--- config.mk ---
export PLATFORM = sky130hd
export DESIGN_NAME = xgriscv_store_buffer
export DESIGN_NICKNAME = d
export VERILOG_FILES = /design/src/rtl/xgriscv_defines.sv /design/src/rtl/xgriscv_sbuf_fifo.sv /design/src/rtl/xgriscv_store_buffer.sv
export SDC_FILE = /design/constraint.sdc
export NUM_CORES = 1
export LEC_CHECK = 0
export ABC_CLOCK_PERIOD_IN_PS = 4000
export BUFFER_PORTS_ARGS = -buffer_cell sky130_fd_sc_hd__clkbuf_2
export CAP_MARGIN = 20
export CORE_ASPECT_RATIO = 0.8
export CORE_MARGIN = 4
export CORE_UTILIZATION = 50
export DETAILED_ROUTE_END_ITERATION = 6
export PLACE_DENSITY = 0.75
export SLEW_MARGIN = 20
export SYNTH_ARGS = -nofsm -noshare
export SYNTH_HDL_FRONTEND = slang
export SYNTH_HIERARCHICAL = 1
export SYNTH_SLANG_ARGS = --single-unit
--- constraint.sdc ---
create_clock -name clk -period 4 [get_ports clk]
set_clock_uncertainty 0.05 [all_clocks]
set_input_delay 0.8 -clock clk [delete_from_list [all_inputs] [get_ports clk]]
set_output_delay 0.8 -clock clk [all_outputs]
set_load 0.02 [all_outputs]
--- src/rtl/xgriscv_defines.sv ---
// rtl/xgriscv_defines.sv - shared widths and load FSM encoding for the xgriscv data path
package xgriscv_defines;

    localparam int XLEN_DEF      = 32;
    localparam int ADDR_SIZE_DEF = 32;

    // Load sequencer states of the store buffer.
    typedef enum logic [1:0] {
        LSU_IDLE  = 2'd0,
        LSU_LREQ  = 2'd1,
        LSU_LRESP = 2'd2
    } lsu_state_e;

endpackage

--- src/rtl/xgriscv_sbuf_fifo.sv ---
// rtl/xgriscv_sbuf_fifo.sv - circular FIFO of pending stores with per-entry word-address match
//
// Ports:
//   clk, reset          clock, synchronous active-low reset
//   push, push_*        enqueue {addr, be, wdata}; ignored when full
//   pop                 dequeue head; ignored when empty
//   head_*              oldest entry
//   full, empty, count  occupancy
//   match_word          word address (addr[ADDR_SIZE-1:2]) of a load to compare
//   match               one bit per entry: entry valid and same word
module xgriscv_sbuf_fifo
    import xgriscv_defines::*;
#(
    parameter int DEPTH     = 4,
    parameter int XLEN      = XLEN_DEF,
    parameter int ADDR_SIZE = ADDR_SIZE_DEF,
    localparam int PTR_W    = $clog2(DEPTH),
    localparam int CNT_W    = PTR_W + 1
) (
    input  logic                 clk,
    input  logic                 reset,
    input  logic                 push,
    input  logic [ADDR_SIZE-1:0] push_addr,
    input  logic [3:0]           push_be,
    input  logic [XLEN-1:0]      push_wdata,
    input  logic                 pop,
    output logic [ADDR_SIZE-1:0] head_addr,
    output logic [3:0]           head_be,
    output logic [XLEN-1:0]      head_wdata,
    output logic                 full,
    output logic                 empty,
    output logic [CNT_W-1:0]     count,
    input  logic [ADDR_SIZE-3:0] match_word,
    output logic [DEPTH-1:0]     match
);

    logic [ADDR_SIZE-1:0] addr_q  [DEPTH];
    logic [3:0]           be_q    [DEPTH];
    logic [XLEN-1:0]      wdata_q [DEPTH];
    logic [DEPTH-1:0]     valid_q;
    logic [PTR_W-1:0]     wr_ptr_q;
    logic [PTR_W-1:0]     rd_ptr_q;
    logic [CNT_W-1:0]     count_q;
    logic                 do_push;
    logic                 do_pop;

    assign full    = (count_q == CNT_W'(DEPTH));
    assign empty   = (count_q == '0);
    assign count   = count_q;
    assign do_push = push && !full;
    assign do_pop  = pop && !empty;

    assign head_addr  = addr_q[rd_ptr_q];
    assign head_be    = be_q[rd_ptr_q];
    assign head_wdata = wdata_q[rd_ptr_q];

    // Payload needs no reset: an entry is only observed while its valid bit is set.
    always_ff @(posedge clk) begin
        if (do_push) begin
            addr_q[wr_ptr_q]  <= push_addr;
            be_q[wr_ptr_q]    <= push_be;
            wdata_q[wr_ptr_q] <= push_wdata;
        end
    end

    // Pointers wrap naturally because DEPTH is a power of two.
    always_ff @(posedge clk) begin
        if (!reset) begin
            wr_ptr_q <= '0;
            rd_ptr_q <= '0;
            count_q  <= '0;
            valid_q  <= '0;
        end else begin
            if (do_push) begin
                wr_ptr_q          <= wr_ptr_q + PTR_W'(1);
                valid_q[wr_ptr_q] <= 1'b1;
            end
            if (do_pop) begin
                rd_ptr_q          <= rd_ptr_q + PTR_W'(1);
                valid_q[rd_ptr_q] <= 1'b0;
            end
            case ({do_push, do_pop})
                2'b10:   count_q <= count_q + CNT_W'(1);
                2'b01:   count_q <= count_q - CNT_W'(1);
                default: count_q <= count_q;
            endcase
        end
    end

    always_comb begin
        match = '0;
        for (int i = 0; i < DEPTH; i++) begin
            match[i] = valid_q[i] && (addr_q[i][ADDR_SIZE-1:2] == match_word);
        end
    end

endmodule

--- src/rtl/xgriscv_store_buffer.sv ---
// rtl/xgriscv_store_buffer.sv - write buffer between core LSU and memory port with load hazard stall
//
// Ports:
//   clk, reset                   clock, synchronous active-low reset
//   core_req/we/amp/addr/wdata   core data access (store buffered, load forwarded to memory)
//   core_fence                   hold core until the buffer is empty
//   core_rdata, core_stall       load result, core hold
//   mem_req/we/be/addr/wdata     memory request, stable until mem_gnt
//   mem_gnt, mem_rvalid, mem_rdata  memory handshake and read response
//   wbuf_count, wbuf_empty       buffer occupancy
module xgriscv_store_buffer
    import xgriscv_defines::*;
#(
    parameter int DEPTH     = 4,
    parameter int XLEN      = XLEN_DEF,
    parameter int ADDR_SIZE = ADDR_SIZE_DEF
) (
    input  logic                   clk,
    input  logic                   reset,
    input  logic                   core_req,
    input  logic                   core_we,
    input  logic [3:0]             core_amp,
    input  logic [ADDR_SIZE-1:0]   core_addr,
    input  logic [XLEN-1:0]        core_wdata,
    input  logic                   core_fence,
    output logic [XLEN-1:0]        core_rdata,
    output logic                   core_stall,
    output logic                   mem_req,
    output logic                   mem_we,
    output logic [3:0]             mem_be,
    output logic [ADDR_SIZE-1:0]   mem_addr,
    output logic [XLEN-1:0]        mem_wdata,
    input  logic                   mem_gnt,
    input  logic                   mem_rvalid,
    input  logic [XLEN-1:0]        mem_rdata,
    output logic [$clog2(DEPTH):0] wbuf_count,
    output logic                   wbuf_empty
);

    lsu_state_e state_q, state_d;

    logic                 store_req;
    logic                 load_req;
    logic                 fifo_full;
    logic                 fifo_empty;
    logic                 fifo_push;
    logic                 fifo_pop;
    logic [DEPTH-1:0]     fifo_match;
    logic [ADDR_SIZE-1:0] head_addr;
    logic [3:0]           head_be;
    logic [XLEN-1:0]      head_wdata;
    logic                 hazard;
    logic                 load_issue;
    logic                 load_done;
    logic                 drain;
    // A write was offered without grant last cycle; it must be re-offered unchanged.
    logic                 wr_hold_q;

    assign store_req = core_req && core_we;
    assign load_req  = core_req && !core_we;
    assign hazard    = |fifo_match;
    assign fifo_push = store_req && !fifo_full;
    assign fifo_pop  = drain && mem_gnt;

    xgriscv_sbuf_fifo #(
        .DEPTH     (DEPTH),
        .XLEN      (XLEN),
        .ADDR_SIZE (ADDR_SIZE)
    ) u_fifo (
        .clk        (clk),
        .reset      (reset),
        .push       (fifo_push),
        .push_addr  (core_addr),
        .push_be    (core_amp),
        .push_wdata (core_wdata),
        .pop        (fifo_pop),
        .head_addr  (head_addr),
        .head_be    (head_be),
        .head_wdata (head_wdata),
        .full       (fifo_full),
        .empty      (fifo_empty),
        .count      (wbuf_count),
        .match_word (core_addr[ADDR_SIZE-1:2]),
        .match      (fifo_match)
    );

    assign wbuf_empty = fifo_empty;

    always_ff @(posedge clk) begin
        if (!reset) begin
            state_q   <= LSU_IDLE;
            wr_hold_q <= 1'b0;
        end else begin
            state_q   <= state_d;
            wr_hold_q <= drain && !mem_gnt;
        end
    end

    always_comb begin
        state_d    = state_q;
        load_issue = 1'b0;
        load_done  = 1'b0;
        case (state_q)
            LSU_IDLE: begin
                // The request is driven already in the IDLE cycle so a granted
                // load skips LREQ and completes in two cycles.
                if (load_req && !hazard && !wr_hold_q) begin
                    load_issue = 1'b1;
                    state_d    = mem_gnt ? LSU_LRESP : LSU_LREQ;
                end
            end
            LSU_LREQ: begin
                load_issue = 1'b1;
                if (mem_gnt) begin
                    state_d = LSU_LRESP;
                end
            end
            LSU_LRESP: begin
                if (mem_rvalid) begin
                    load_done = 1'b1;
                    state_d   = LSU_IDLE;
                end
            end
            default: state_d = LSU_IDLE;
        endcase
    end

    assign drain = !load_issue && !fifo_empty;

    always_comb begin
        mem_req   = 1'b0;
        mem_we    = 1'b0;
        mem_be    = '0;
        mem_addr  = '0;
        mem_wdata = '0;
        if (load_issue) begin
            mem_req  = 1'b1;
            mem_addr = core_addr;
            mem_be   = core_amp;
        end else if (drain) begin
            mem_req   = 1'b1;
            mem_we    = 1'b1;
            mem_addr  = head_addr;
            mem_be    = head_be;
            mem_wdata = head_wdata;
        end
    end

    assign core_rdata = load_done ? mem_rdata : '0;
    assign core_stall = (store_req && fifo_full)
                      || (load_req && !load_done)
                      || (core_fence && !fifo_empty);

endmodule

# Word-level counts from Yosys, hierarchy flattened
# Memory sizes are Yosys's and may differ from the RTL's. A register that Yosys moved wholly into a read port is not among the register bits.
# Cells that the tools add are included.
# Widths: inputs -> output; s select.
[op_classes]
bitwise_logic = 3
order_cmp = 4
n_eq_ne = 12
n_mux = 35
n_reduce_logical = 34
add_sub_neg = 4
[op_table]
columns = ["op", "n"]
rows = [
  ["$mux 32", 5],
  ["$eq 30x30->1", 4],
  ["$mux 2", 10],
  ["$mux 4", 5],
  ["$logic_and 1x1->1", 19],
  ["$mux 1", 10],
  ["$logic_not 1->1", 8],
  ["$lt 2x3->1 const B", 2],
  ["$ne 2x2->1 const B", 3],
  ["$pmux 2 s3", 1],
  ["$pmux 3 s2", 1],
  ["$add 2x1->2 const B", 2],
  ["$and 4x4->4", 1],
  ["$demux 1 s2", 2],
  ["$eq 2x1->1 const B", 2],
  ["$eq 2x2->1 const B", 2],
  ["$ge 2x1->1 const B", 2],
  ["$not 4->4", 1],
  ["$or 4x4->4", 1],
  ["$reduce_or 4->1", 1],
  ["$add 3x1->3 const B", 1],
  ["$eq 3x3->1 const B", 1],
  ["$logic_not 3->1", 1],
  ["$reduce_and 3->1", 1],
  ["other kinds (5)", 6],
]
[totals]
ramBits = 272
wordCells = 101
in_bits = 107
memories = 3
regBits = 14
output_inout_bits = 107
[mem_list]
columns = ["memory", "depth", "word_bits", "read_ports", "rd_ports_with_merged_regs", "wr", "line", "source"]
rows = [
  ["u_fifo.addr_q", 4, 32, 5, 1, 1, "xgriscv_sbuf_fifo.sv:37", "logic [ADDR_SIZE-1:0] addr_q [DEPTH];"],
  ["u_fifo.wdata_q", 4, 32, 1, 1, 1, "xgriscv_sbuf_fifo.sv:39", "logic [XLEN-1:0] wdata_q [DEPTH];"],
  ["u_fifo.be_q", 4, 4, 1, 1, 1, "xgriscv_sbuf_fifo.sv:38", "logic [3:0] be_q [DEPTH];"],
]

# Logic depth before layout (Yosys ltp)
# Gate-level depths: netlist of the first run.
[logic_depth]
depth_word = 14
mapped_depth = 16
mapped_depth_nobuf = 14

# By module
# The synthesis of the first run kept the hierarchy.
[by_module_without_submodules]
columns = ["mod", "area_per_inst_um2", "seq_area_each_um2", "cells_each", "n_inst"]
rows = [
  ["xgriscv_sbuf_fifo", 11997.8, 8428.1, 612, 1],
  ["xgriscv_store_buffer", 1435.1, 60.1, 172, 1],
]

# Worst setup path after synthesis of the first run
# No wires, ideal clock.
[synth_timing]
kind = "in2reg"
start = "input port core_addr[12]"
end = "register u_fifo.count_q[2] (netlist: u_fifo/count[2])"
required_ns = 3.879
t_arrival_ns = 4.236
setup_time_ns = 0.071
slack_ns = -0.356
n_path_buf = 2
stages = 16
path_cell_list = "clkbuf_1 xnor2_1 nand4_1 or4_1 nor4_2 nor4_4 a211oi_2 and2_1 nor2b_1 clkbuf_1 ha_1 inv_1 fa_1 xor2_1 or3_1 a21oi_1"
[synth_via]
elab_chain_len = 14
elab_cells_between_ends = 22
cone_classes = "eq/ne (6); mux (3); reduce/logical (13)"
[synth_rtl]
columns = ["item", "line", "source"]
rows = [
  ["start: declaration", "xgriscv_store_buffer.sv:23", "input logic [ADDR_SIZE-1:0] core_addr,"],
  ["$eq 30x30->1 *", "xgriscv_sbuf_fifo.sv:93", "match[i] = valid_q[i] && (addr_q[i][ADDR_SIZE-1:2] == match_word);"],
  ["$logic_and 1x1->1 *", "xgriscv_sbuf_fifo.sv:93", ""],
  ["via fifo_match[3]", "xgriscv_store_buffer.sv:48", "logic [DEPTH-1:0] fifo_match;"],
  ["$reduce_or 4->1 *", "xgriscv_store_buffer.sv:61", "assign hazard = |fifo_match;"],
  ["$logic_not 1->1 *", "xgriscv_store_buffer.sv:107", "if (load_req && !hazard && !wr_hold_q) begin"],
  ["$logic_and 1x1->1 * (2 in a row)", "xgriscv_store_buffer.sv:107", ""],
  ["$mux 1 *", "xgriscv_store_buffer.sv:107", ""],
  ["$pmux 1 s2 *", "xgriscv_store_buffer.sv:103", "case (state_q)"],
  ["$logic_not 1->1 *", "xgriscv_store_buffer.sv:128", "assign drain = !load_issue && !fifo_empty;"],
  ["$logic_and 1x1->1 *", "xgriscv_store_buffer.sv:128", ""],
  ["$logic_and 1x1->1 *", "xgriscv_store_buffer.sv:63", "assign fifo_pop = drain && mem_gnt;"],
  ["via fifo_pop", "xgriscv_store_buffer.sv:47", "logic fifo_pop;"],
  ["$logic_and 1x1->1 *", "xgriscv_sbuf_fifo.sv:51", "assign do_pop = pop && !empty;"],
  ["$eq 2x1->1 or $eq 2x2->1 (tied branches)", "xgriscv_sbuf_fifo.sv:82", "case ({do_push, do_pop})"],
  ["$pmux 3 s2 or $reduce_bool 2->1 (tied branches)", "-", ""],
  ["end signal: assignment", "xgriscv_sbuf_fifo.sv:83", "2'b10: count_q <= count_q + CNT_W'(1);"],
  ["end signal: assignment", "xgriscv_sbuf_fifo.sv:84", "2'b01: count_q <= count_q - CNT_W'(1);"],
  ["end signal: assignment", "xgriscv_sbuf_fifo.sv:85", "default: count_q <= count_q;"],
  ["end: declaration", "xgriscv_sbuf_fifo.sv:43", "logic [CNT_W-1:0] count_q;"],
]
# The timed path passes the listed nets; every way through them passes the cells marked *.
# A chain may end at the register's enable or synchronous reset.

# Worst setup path in the final report of the first run
[layout_timing]
start = "input port core_addr[23]"
end = "output port mem_addr[27]"
[layout_via]
elab_chain_len = 12
elab_cells_between_ends = 18
cone_classes = "eq/ne (4); mux (4); reduce/logical (10)"
[layout_rtl]
columns = ["item", "line", "source"]
rows = [
  ["$eq 30x30->1 *", "xgriscv_sbuf_fifo.sv:93", ""],
  ["$logic_and 1x1->1 *", "xgriscv_sbuf_fifo.sv:93", ""],
  ["via fifo_match[3]", "xgriscv_store_buffer.sv:48", ""],
  ["$reduce_or 4->1 *", "xgriscv_store_buffer.sv:61", ""],
  ["$logic_not 1->1 *", "xgriscv_store_buffer.sv:107", ""],
  ["$logic_and 1x1->1 * (2 in a row)", "xgriscv_store_buffer.sv:107", ""],
  ["$mux 1 *", "xgriscv_store_buffer.sv:107", ""],
  ["$pmux 1 s2 *", "xgriscv_store_buffer.sv:103", ""],
  ["$logic_not 1->1", "xgriscv_store_buffer.sv:128", ""],
  ["$logic_and 1x1->1", "xgriscv_store_buffer.sv:128", ""],
  ["$mux 32", "xgriscv_store_buffer.sv:140", "end else if (drain) begin"],
  ["$mux 32 *", "xgriscv_store_buffer.sv:136", "if (load_issue) begin"],
  ["end: declaration", "xgriscv_store_buffer.sv:31", "output logic [ADDR_SIZE-1:0] mem_addr,"],
]
# Marked as above.

==> flow_metrics.py, run 1 <==
metrics = {
    "place": {
        "gpl.final_weighted_congestion": 0.846,
        "io_buffer_count": 213,
        "post-dp-hpwl_mm": 22.7,
        "place_inst": 1386,
    },
    "global_route": {
        "number_of_global_route_vias_before_repair": 8077,
        "grt_remaining_overflow": 0,
        "first_pass_grt_wire_length_mm": 49.4,
        "global_route.usage.total_pct": 22.0,
        "number_of_antenna_violations_at_the_first_check_in_global_routing": 0,
        "grt_max_degree": 40,
    },
    "synthesis": {
        "synth.cell_area_um2": 13400,
        "synth_area_per_cell_um2": 17.1,
        "synth_nets": 901,
        "sequential_element_share_of_the_synthesized_area_pct": 63.2,
        "ys_types": 41,
        "synth-seq-cells": 288,
        "synth-warning-count": 6,
        "postSynthCellCount": 784,
    },
    "route": {
        "vias": 7962,
        "routedWlPerCell_um": 23.1,
        "route.detailed.vias_per_inst": 5.48,
        "drt-initial-drc-count": 590,
        "antenna_left": 0,
        "wl_mm": 33.6,
        "detailedRoute.firstPassIterationCount": 5,
        "drc": 0,
    },
    "critical_path": {
        "startpoint_to_endpoint_class_of_the_critical_path": "in2out",
        "worstPathArrival_ps": 3340,
        "critical_path.endpoint_type": "output pin",
        "number_of_buffers_and_inverters_on_the_critical_path": 4,
        "critical_path.startpoint_type": "primary input",
        "cpMaxStageDelayCell": "or4_4",
        "max_stage_delay_ps": 610,
        "worstPathMaxFanout": 20,
        "critical_path_required_ps": 3150,
        "crit_path_cell_trace": "clkbuf_2 > buf_4 > xnor2_1 > nand4_1 > or4_4 > nor4_4 > nor4_4 > a21oi_4 > buf_12 > mux2_4 > buf_2",
        "cpMostUsedCell": "nor4_4",
        "critical_path.top_delay_family": "simple AND/OR/NAND/NOR gates",
    },
    "sta": {
        "rsz0062_at_grt": "yes",
        "final_min_period_over_clock_period_pct": 105,
        "setup_viol": 69,
        "tightest_slew_ps": 833,
        "number_of_pins_exceeding_their_max_slew_limit_in_the_final_report": 0,
        "finalHoldViolCount": 0,
        "finalWorstSetupSlack_ps": -192,
        "achievable-frequency_ghz": 0.239,
        "hold_slack_ps": 427,
        "timing.max_slew.rel_slack_pct": 44.4,
        "layout_min_cycle_time_ps": 4190,
    },
    "clocking": {
        "cts.clk_slew.worst_paths_ps": 60,
        "numCtsBuffers": 29,
        "cts_root_buf": "clkbuf_16",
        "cts.sinks": 288,
        "cts_max_path_buffers": 3,
        "htree_levels": 1,
        "tritoncts": "built",
        "post_cts_hold_buffer_count": 0,
        "clock_latency_ps": 540,
    },
    "worst_hold_path": {
        "min-delay-path-class": "in2reg",
    },
    "layout": {
        "ff_latch_area_um2": 8490,
        "nets": 1191,
        "n_fill_cell": 1829,
        "antenna_cells_inserted": 0,
        "layout.cells.non_filler": 1454,
        "multiInputGateArea_um2": 4810,
        "synthToLayoutAreaGrowth_pct": 29.3,
        "post_route_cells_drive_above_1_share_pct": 49.4,
    },
    "outcome": {
        "status": "finished with violations",
        "violated_checks": "setup timing",
    },
    "floorplanning": {
        "chipWidth_um": 191,
        "floorplan.core_area_um2": 26400,
        "design.die.area_um2": 29600,
        "fp-row-count": 53,
        "io-pin-count": 214,
        "fp.dieH_um": 155,
        "start_util_pct": 50.9,
    },
    "pwr": {
        "irDropWorstVdd_v": 0.000350,
        "power.leakage_nw": 6.38,
        "power.density_nw_per_um2": 435,
    },
    "run": {
        "cap_violations": 0,
    },
}
-- cell type report --
type                    instances  area share, %
inverters                      10          0.216
repair buffers                318           14.5
flip-flops and latches        288           48.9
well taps                     357           2.57
multi-input cells             427           27.7
clock buffers                  35           4.54
clock inverters                19           1.61
-- cell families (layout without fill, tap and decap cells) --
logic type,count (synthesis),count (layout),synth area share [%]
flops,288,288,63.2
simple gates,170,170,8.17
xor+xnor,124,124,8.36
mux,106,106,15.4
buf+inv,69,382,3.02
compound gates,17,17,0.894
fa+ha+maj,10,10,0.987
-- synth_stat cells (all sizes together) --
| cell type | n | area, um2 |
|---|---|---|
| nor4 | 9 | 96.3 |
| nor3b | 1 | 7.51 |
| or4bb | 1 | 11.3 |
| nor2b | 39 | 244 |
| o21ai | 2 | 10.0 |
| mux2i | 2 | 20.0 |
| a22o | 1 | 8.76 |
| a211oi | 5 | 42.5 |
| nor3 | 1 | 5.00 |
| a21oi | 8 | 51.3 |
| or4 | 4 | 30.0 |
| inv | 10 | 37.5 |
| nor2 | 9 | 33.8 |
| xor2 | 18 | 158 |
| mux2 | 36 | 514 |
| fa | 1 | 20.0 |
| nand4 | 28 | 175 |
| ha | 9 | 113 |
| xnor2 | 106 | 966 |
| and3b | 2 | 17.5 |
| o31ai | 1 | 7.51 |
| edfxtp | 272 | 8170 |
| nand2 | 4 | 15.0 |
| nor4b | 2 | 23.8 |
| buf | 32 | 264 |
| clkbuf | 27 | 104 |
| or3 | 1 | 6.26 |
| mux4 | 68 | 1530 |
| and2 | 69 | 432 |
| dfxtp | 16 | 320 |
-- placed cells by master, fill, tap and decap left out, types with 3 or more instances in the layout --
| cell type | synthesis | final |
|---|---|---|
| a211oi_1 | 4 | 4 |
| a21oi_1 | 7 | 7 |
| and2_1 | 69 | 32 |
| and2_4 | 0 | 35 |
| buf_12 | 0 | 9 |
| buf_2 | 13 | 3 |
| buf_4 | 2 | 84 |
| buf_6 | 16 | 28 |
| buf_8 | 0 | 35 |
| bufinv_16 | 0 | 7 |
| clkbuf_16 | 0 | 31 |
| clkbuf_2 | 2 | 156 |
| clkbuf_8 | 0 | 5 |
| clkinv_1 | 0 | 3 |
| clkinv_2 | 0 | 5 |
| dfxtp_1 | 16 | 14 |
| edfxtp_1 | 272 | 272 |
| ha_1 | 9 | 8 |
| inv_1 | 10 | 9 |
| mux2_4 | 29 | 34 |
| mux4_2 | 68 | 68 |
| nand2_1 | 4 | 3 |
| nand4_1 | 28 | 28 |
| nor2_1 | 9 | 9 |
| nor2b_1 | 39 | 38 |
| nor4_1 | 4 | 3 |
| nor4_4 | 1 | 5 |
| or4_4 | 0 | 4 |
| xnor2_1 | 101 | 93 |
| xnor2_2 | 5 | 13 |
| xor2_1 | 18 | 18 |
-- stage by stage --
stage          total power, mW  cell area (um2)  setup TNS [ps]  utilization [%]  setup slack [ps]
2_1_floorplan             4.04            13500               0                -              37.0
3_3_place_gp              4.42            15400           -7970             58.5              -227
3_5_place_dp              4.44            15400           -9750             58.5              -288
4_1_cts                   7.53            17100          -10700             64.7              -253
5_1_grt                   7.82            17400          -17980             65.8              -326
6_report                  7.56            17400           -8930             65.8              -192
-- layer usage --
| metal | up-vias | part of all wire (%) | GRT usage, % | wire [um] |
|---|---|---|---|---|
| met3 | 38 | 9.0 | 4.78 | 3030 |
| met1 | 4049 | 43 | 32.5 | 14500 |
| met2 | 334 | 47 | 34.8 | 15600 |
| li1 | 3541 | - | - | - |
| met4 | 0 | 1.4 | 3.49 | 454 |
| met5 | - | 0 | 0 | 0 |
-- final timing paths --
kind                                           from                     to  slack (ps)  cells after the start
worst max-delay path                  core_addr[23]           mem_addr[27]        -190                     11
worst min register to register    u_fifo/valid_q[1]      u_fifo/valid_q[1]         510                      2
worst min-delay path                 core_wdata[22]  u_fifo/wdata_q[0][22]         430                      1
worst max register to register  u_fifo/addr_q[2][9]        u_fifo/count[2]          50                     17
-- state kept, by name, summed over array words and instances (netlist names), named ones only --
register         cells
state_q              2
u_fifo/wdata_q     128
u_fifo/addr_q      128
u_fifo/rd_ptr_q      2
u_fifo/count         3
wr_hold_q            1
u_fifo/be_q         16
u_fifo/wr_ptr_q      2
u_fifo/valid_q       4
-- timing repair --
item	in CTS	in global routing
resized for setup	113	123
endpoints found under the setup margin	69	72
setup buffers	10	6
gates cloned	1	2
pin swaps	34	22
-- power breakdown --
part	internal, mW	switching, mW	total, mW
Sequential	3.38	0.0414	3.42
Clock	1.85	1.12	2.97
Combinational	0.591	0.580	1.17
Total	5.82	1.74	7.56
(Power assumes the default switching activity.)
==> inputs of run 2 (changes only) <==
CORE_ASPECT_RATIO = unset   (was 0.8)
==> flow_metrics.py, run 2 (synthesis gave the netlist of run 1 again) <==
metrics = {
    "floorplanning": {
        "fp-row-count": 59,
        "floorplan.core_area_um2": 26300,
        "fp.dieH_um": 172,
        "chipWidth_um": 172,
        "io-pin-count": 214,
        "design.die.area_um2": 29600,
        "start_util_pct": 51.1,
    },
    "worst_hold_path": {
        "whs_endpoint": "u_fifo/wdata_q[0][27]",
        "min-delay-path-class": "in2reg",
        "worstHoldPathCells": 1,
        "hp-start": "core_wdata[27]",
    },
    "critical_path": {
        "cpMaxStageDelayCell": "or4_4",
        "worst_r2r_endpoint": "u_fifo/count[2]",
        "critical_path_required_ps": 3150,
        "worstPathMaxFanout": 11,
        "worstPathArrival_ps": 3400,
        "critical_path.startpoint_type": "register",
        "critical_path.endpoint_type": "output pin",
        "crit_path_cell_trace": "xnor2_2 > nand4_1 > or4_4 > nor4_4 > nor4b_2 > a21oi_4 > buf_4 > buf_16 > mux2_4 > clkbuf_2",
        "worst-r2r-setup-slack_ps": 180,
        "max_stage_delay_ps": 610,
        "r2r_cells": 14,
        "startpoint_to_endpoint_class_of_the_critical_path": "reg2out",
        "reg_to_reg_start": "u_fifo/addr_q[2][9]",
    },
    "pwr": {
        "power.leakage_nw": 5.95,
        "power.density_nw_per_um2": 429,
        "irDropWorstVdd_v": 0.000399,
        "total_power_mw": 7.02,
    },
    "global_route": {
        "grt_max_degree": 43,
        "grt_remaining_overflow": 0,
        "number_of_antenna_violations_at_the_first_check_in_global_routing": 1,
        "first_pass_grt_wire_length_mm": 47.6,
        "global_route.usage.total_pct": 21.2,
        "number_of_global_route_vias_before_repair": 8018,
    },
    "outcome": {
        "violated_checks": "setup timing",
        "status": "finished with violations",
    },
    "sta": {
        "timing.max_slew.rel_slack_pct": 48.9,
        "finalWorstSetupSlack_ps": -248,
        "tightest_slew_ps": 766,
        "finalHoldViolCount": 0,
        "layout_min_cycle_time_ps": 4250,
        "number_of_pins_exceeding_their_max_slew_limit_in_the_final_report": 0,
        "achievable-frequency_ghz": 0.235,
        "setup_viol": 69,
        "final_min_period_over_clock_period_pct": 106,
        "rsz0062_at_grt": "yes",
    },
    "run": {
        "cap_violations": 0,
    },
    "layout": {
        "largest_registers": "u_fifo/addr_q x128, u_fifo/wdata_q x128, u_fifo/be_q x16",
        "ff_latch_area_um2": 8490,
        "nets": 1165,
        "mostFrequentLayoutCell": "edfxtp_1",
        "layout.cells.most_common_list": "edfxtp_1 (272), clkbuf_2 (210), xnor2_1 (98)",
        "n_fill_cell": 1924,
        "synthToLayoutAreaGrowth_pct": 21.8,
        "multiInputGateArea_um2": 4650,
        "antenna_cells_inserted": 0,
        "post_route_cells_drive_above_1_share_pct": 43.3,
    },
    "clocking": {
        "clock_latency_ps": 550,
        "numCtsBuffers": 30,
        "cts_max_path_buffers": 3,
        "cts.clk_slew.worst_paths_ps": 60,
        "cts_root_buf": "clkbuf_16",
        "cts.sinks": 288,
        "tritoncts": "built",
        "htree_levels": 1,
    },
    "route": {
        "routedWlPerCell_um": 22.3,
        "wl_mm": 31.3,
        "drt-initial-drc-count": 681,
        "antenna_left": 0,
        "drc": 0,
        "route.detailed.vias_per_inst": 5.54,
        "detailedRoute.firstPassIterationCount": 5,
        "vias": 7779,
    },
    "place": {
        "gpl.final_weighted_congestion": 0.862,
        "post-dp-hpwl_mm": 21.9,
        "place_ws_ps": -471,
        "io_buffer_count": 213,
    },
}
## run 2: area by class of cell
cell class                      instances  share of cell area [%]
Timing Repair Buffer                  291                    11.0
Tap cell                              335                    2.56
Sequential cell                       288                    51.9
Clock inverter                         15                    1.10
Inverter                               10                   0.229
Multi-Input combinational cell        427                    28.4
Clock buffer                           38                    4.77
## run 2: metrics by stage
stage               cells  cell area, um2  setup TNS, ps  utilization [%]  hold slack [ps]
floorplan             784           13500              0                -              442
global placement     1347           15300         -17300             58.3              487
detailed placement   1347           15300         -17740             58.3              496
CTS                  1404           16300         -11610             62.2              384
global route         1404           16400         -18590             62.2              390
finish               1404           16400         -12460             62.2              409
## run 2: repair_timing
item,CTS,global route
gates cloned,1,0
resized for setup,6,3
hold buffers,0,0
pin swaps,3,1
buffers inserted,3,0
setup endpoints to repair,70,70
## run 2: power breakdown
group          leakage [nW]  switching, mW  internal (mW)  total (mW)
clock                 0.467           1.09           1.58        2.66
combinational          2.88          0.520          0.418       0.939
sequential             2.60         0.0387           3.38        3.42
## run 2: worst max-delay path by stage
stage	slack [ps]	start	to
after floorplan	40	core_addr[17]	u_fifo/count[2]
after global placement	-370	core_addr[9]	u_fifo/count[2]
after global routing	-330	u_fifo/addr_q[2][9]	mem_addr[3]
final	-250	u_fifo/addr_q[2][9]	mem_addr[8]
after CTS	-220	u_fifo/addr_q[2][9]	mem_addr[3]
after detailed placement	-470	core_addr[9]	u_fifo/count[2]
## run 2: worst max-delay path, delay by kind of cell (launching register included)
family	cells	cell delay [ps]
buffers and inverters	3	500
DFF	1	430
muxes	1	330
xor gates and xnor gates	1	210
and+or+nand+nor	4	1190
AOI/OAI and AO/OA	1	180
## run 2: routing by layer
metal | track usage, % | up-vias | wire [um]
met5 | 0 | - | 8
li1 | - | 3508 | -
met2 | 33.9 | 319 | 15200
met3 | 5.51 | 47 | 2610
met4 | 4.14 | 2 | 574
met1 | 29.9 | 3903 | 12900
==> inputs of run 3 (changes only) <==
CTS_BUF_LIST = sky130_fd_sc_hd__clkbuf_16   (was unset)
CTS_CLUSTER_SIZE = 12   (was unset)
==> flow_metrics.py, run 3 (synthesis gave the netlist of run 1 again) <==
metrics = {
    "outcome": {
        "status": "finished with violations",
        "violated_checks": "setup timing",
    },
    "route": {
        "route.detailed.vias_per_inst": 5.59,
        "detailedRoute.firstPassIterationCount": 5,
        "vias": 7805,
        "drt-initial-drc-count": 633,
        "routedWlPerCell_um": 22.4,
        "antenna_left": 0,
        "wl_mm": 31.3,
        "drc": 0,
    },
    "sta": {
        "rsz0062_at_grt": "yes",
        "tightest_slew_ps": 766,
        "number_of_pins_exceeding_their_max_slew_limit_in_the_final_report": 0,
        "finalWorstSetupSlack_ps": -223,
        "achievable-frequency_ghz": 0.237,
        "final_min_period_over_clock_period_pct": 106,
        "finalHoldViolCount": 0,
        "timing.max_slew.rel_slack_pct": 48.9,
        "hold_slack_ps": 402,
        "setup_viol": 69,
        "layout_min_cycle_time_ps": 4220,
    },
    "clocking": {
        "cts.sinks": 288,
        "htree_levels": 1,
        "cts.clk_slew.worst_paths_ps": 60,
        "tritoncts": "built",
        "clock_latency_ps": 560,
        "numCtsBuffers": 30,
        "cts_root_buf": "clkbuf_16",
        "post_cts_hold_buffer_count": 0,
        "cts_max_path_buffers": 3,
    },
    "global_route": {
        "grt_max_degree": 43,
        "first_pass_grt_wire_length_mm": 47.4,
        "number_of_antenna_violations_at_the_first_check_in_global_routing": 1,
        "grt_remaining_overflow": 0,
        "global_route.usage.total_pct": 21.1,
        "number_of_global_route_vias_before_repair": 8015,
    },
    "layout": {
        "multiInputGateArea_um2": 4650,
        "layout.cells.most_common_list": "edfxtp_1 (272), clkbuf_2 (210), xnor2_1 (98)",
        "synthToLayoutAreaGrowth_pct": 21.1,
        "largest_registers": "u_fifo/addr_q x128, u_fifo/wdata_q x128, u_fifo/be_q x16",
        "n_fill_cell": 1933,
        "ff_latch_area_um2": 8490,
        "layout.cells.non_filler": 1397,
        "antenna_cells_inserted": 0,
        "final_core_utilization_pct": 61.9,
        "nets": 1165,
        "mostFrequentLayoutCell": "edfxtp_1",
        "final_area_um2": 16300,
        "post_route_cells_drive_above_1_share_pct": 43.0,
    },
    "place": {
        "place_area_um2": 15300,
        "gpl.final_weighted_congestion": 0.862,
        "post-dp-hpwl_mm": 21.9,
        "io_buffer_count": 213,
        "place_inst": 1347,
    },
    "floorplanning": {
        "fp-row-count": 59,
        "io-pin-count": 214,
        "design.die.area_um2": 29600,
        "fp.dieH_um": 172,
        "floorplan.core_area_um2": 26300,
        "chipWidth_um": 172,
        "start_util_pct": 51.1,
    },
    "critical_path": {
        "critical_path.startpoint_type": "register",
        "critical_path_required_ps": 3150,
        "critical_path.endpoint_type": "output pin",
        "worstPathMaxFanout": 11,
        "startpoint_to_endpoint_class_of_the_critical_path": "reg2out",
        "worstPathArrival_ps": 3370,
    },
    "worst_hold_path": {
        "min-delay-path-class": "in2reg",
    },
    "run": {
        "cap_violations": 0,
    },
    "pwr": {
        "total_power_mw": 6.80,
        "irDropWorstVdd_v": 0.000321,
        "power.density_nw_per_um2": 418,
        "power.leakage_nw": 5.93,
    },
}
run 3: cell type report:
type,instances,area share [%]
clock buffer,30,4.62
clock inverter,16,0.708
inverter,10,0.231
multi-input combinational,427,28.6
sequential,288,52.2
tap,335,2.58
timing repair buffer,291,11.1
run 3: worst paths after layout:
kind / start / end / slack, ps / depth (start not counted)
setup / recovery: u_fifo/addr_q[2][9] / mem_addr[8] / -220 / 10
hold / removal: core_wdata[27] / u_fifo/wdata_q[3][27] / 400 / 1
setup reg to reg: u_fifo/addr_q[2][9] / u_fifo/count[2] / 180 / 14
hold reg to reg: u_fifo/count[2] / u_fifo/count[2] / 510 / 2
run 3: worst max-delay path: stages, from the launching register on:
cell,delay (ps)
edfxtp_1,430
xnor2_2,220
nand4_1,240
or4_4,610
nor4_4,190
nor4b_2,140
a21oi_4,180
buf_4,170
buf_16,170
mux2_4,330
clkbuf_2,160
run 3: layer usage:
layer | global-route usage (%) | share of wire [%] | up-vias
met5 | 0 | 0.026 | -
met4 | 4.51 | 2.0 | 2
met3 | 5.40 | 7.6 | 49
met2 | 33.7 | 49 | 286
met1 | 29.7 | 41 | 3966
li1 | - | - | 3502
run 3: what timing repair did:
item                                    4_1_cts  5_1_grt
pin swaps                                     3        1
cloned                                        1        0
resized for setup                             6        3
endpoints found under the hold margin         0        0
setup buffers                                 3        0
endpoints found under the setup margin       70       70
run 3: report_power, final:
part / switching, mW / internal, mW
sequential: 0.0383 / 3.38
combinational: 0.519 / 0.418
clock: 1.05 / 1.40
total: 1.60 / 5.20
run 3: stage by stage:
step	setup slack (ps)	TNS, ps
4_1_cts	-208	-10580
3_5_place_dp	-471	-17740
6_report	-223	-10870
2_1_floorplan	37.0	0
3_3_place_gp	-374	-17300
5_1_grt	-316	-17560
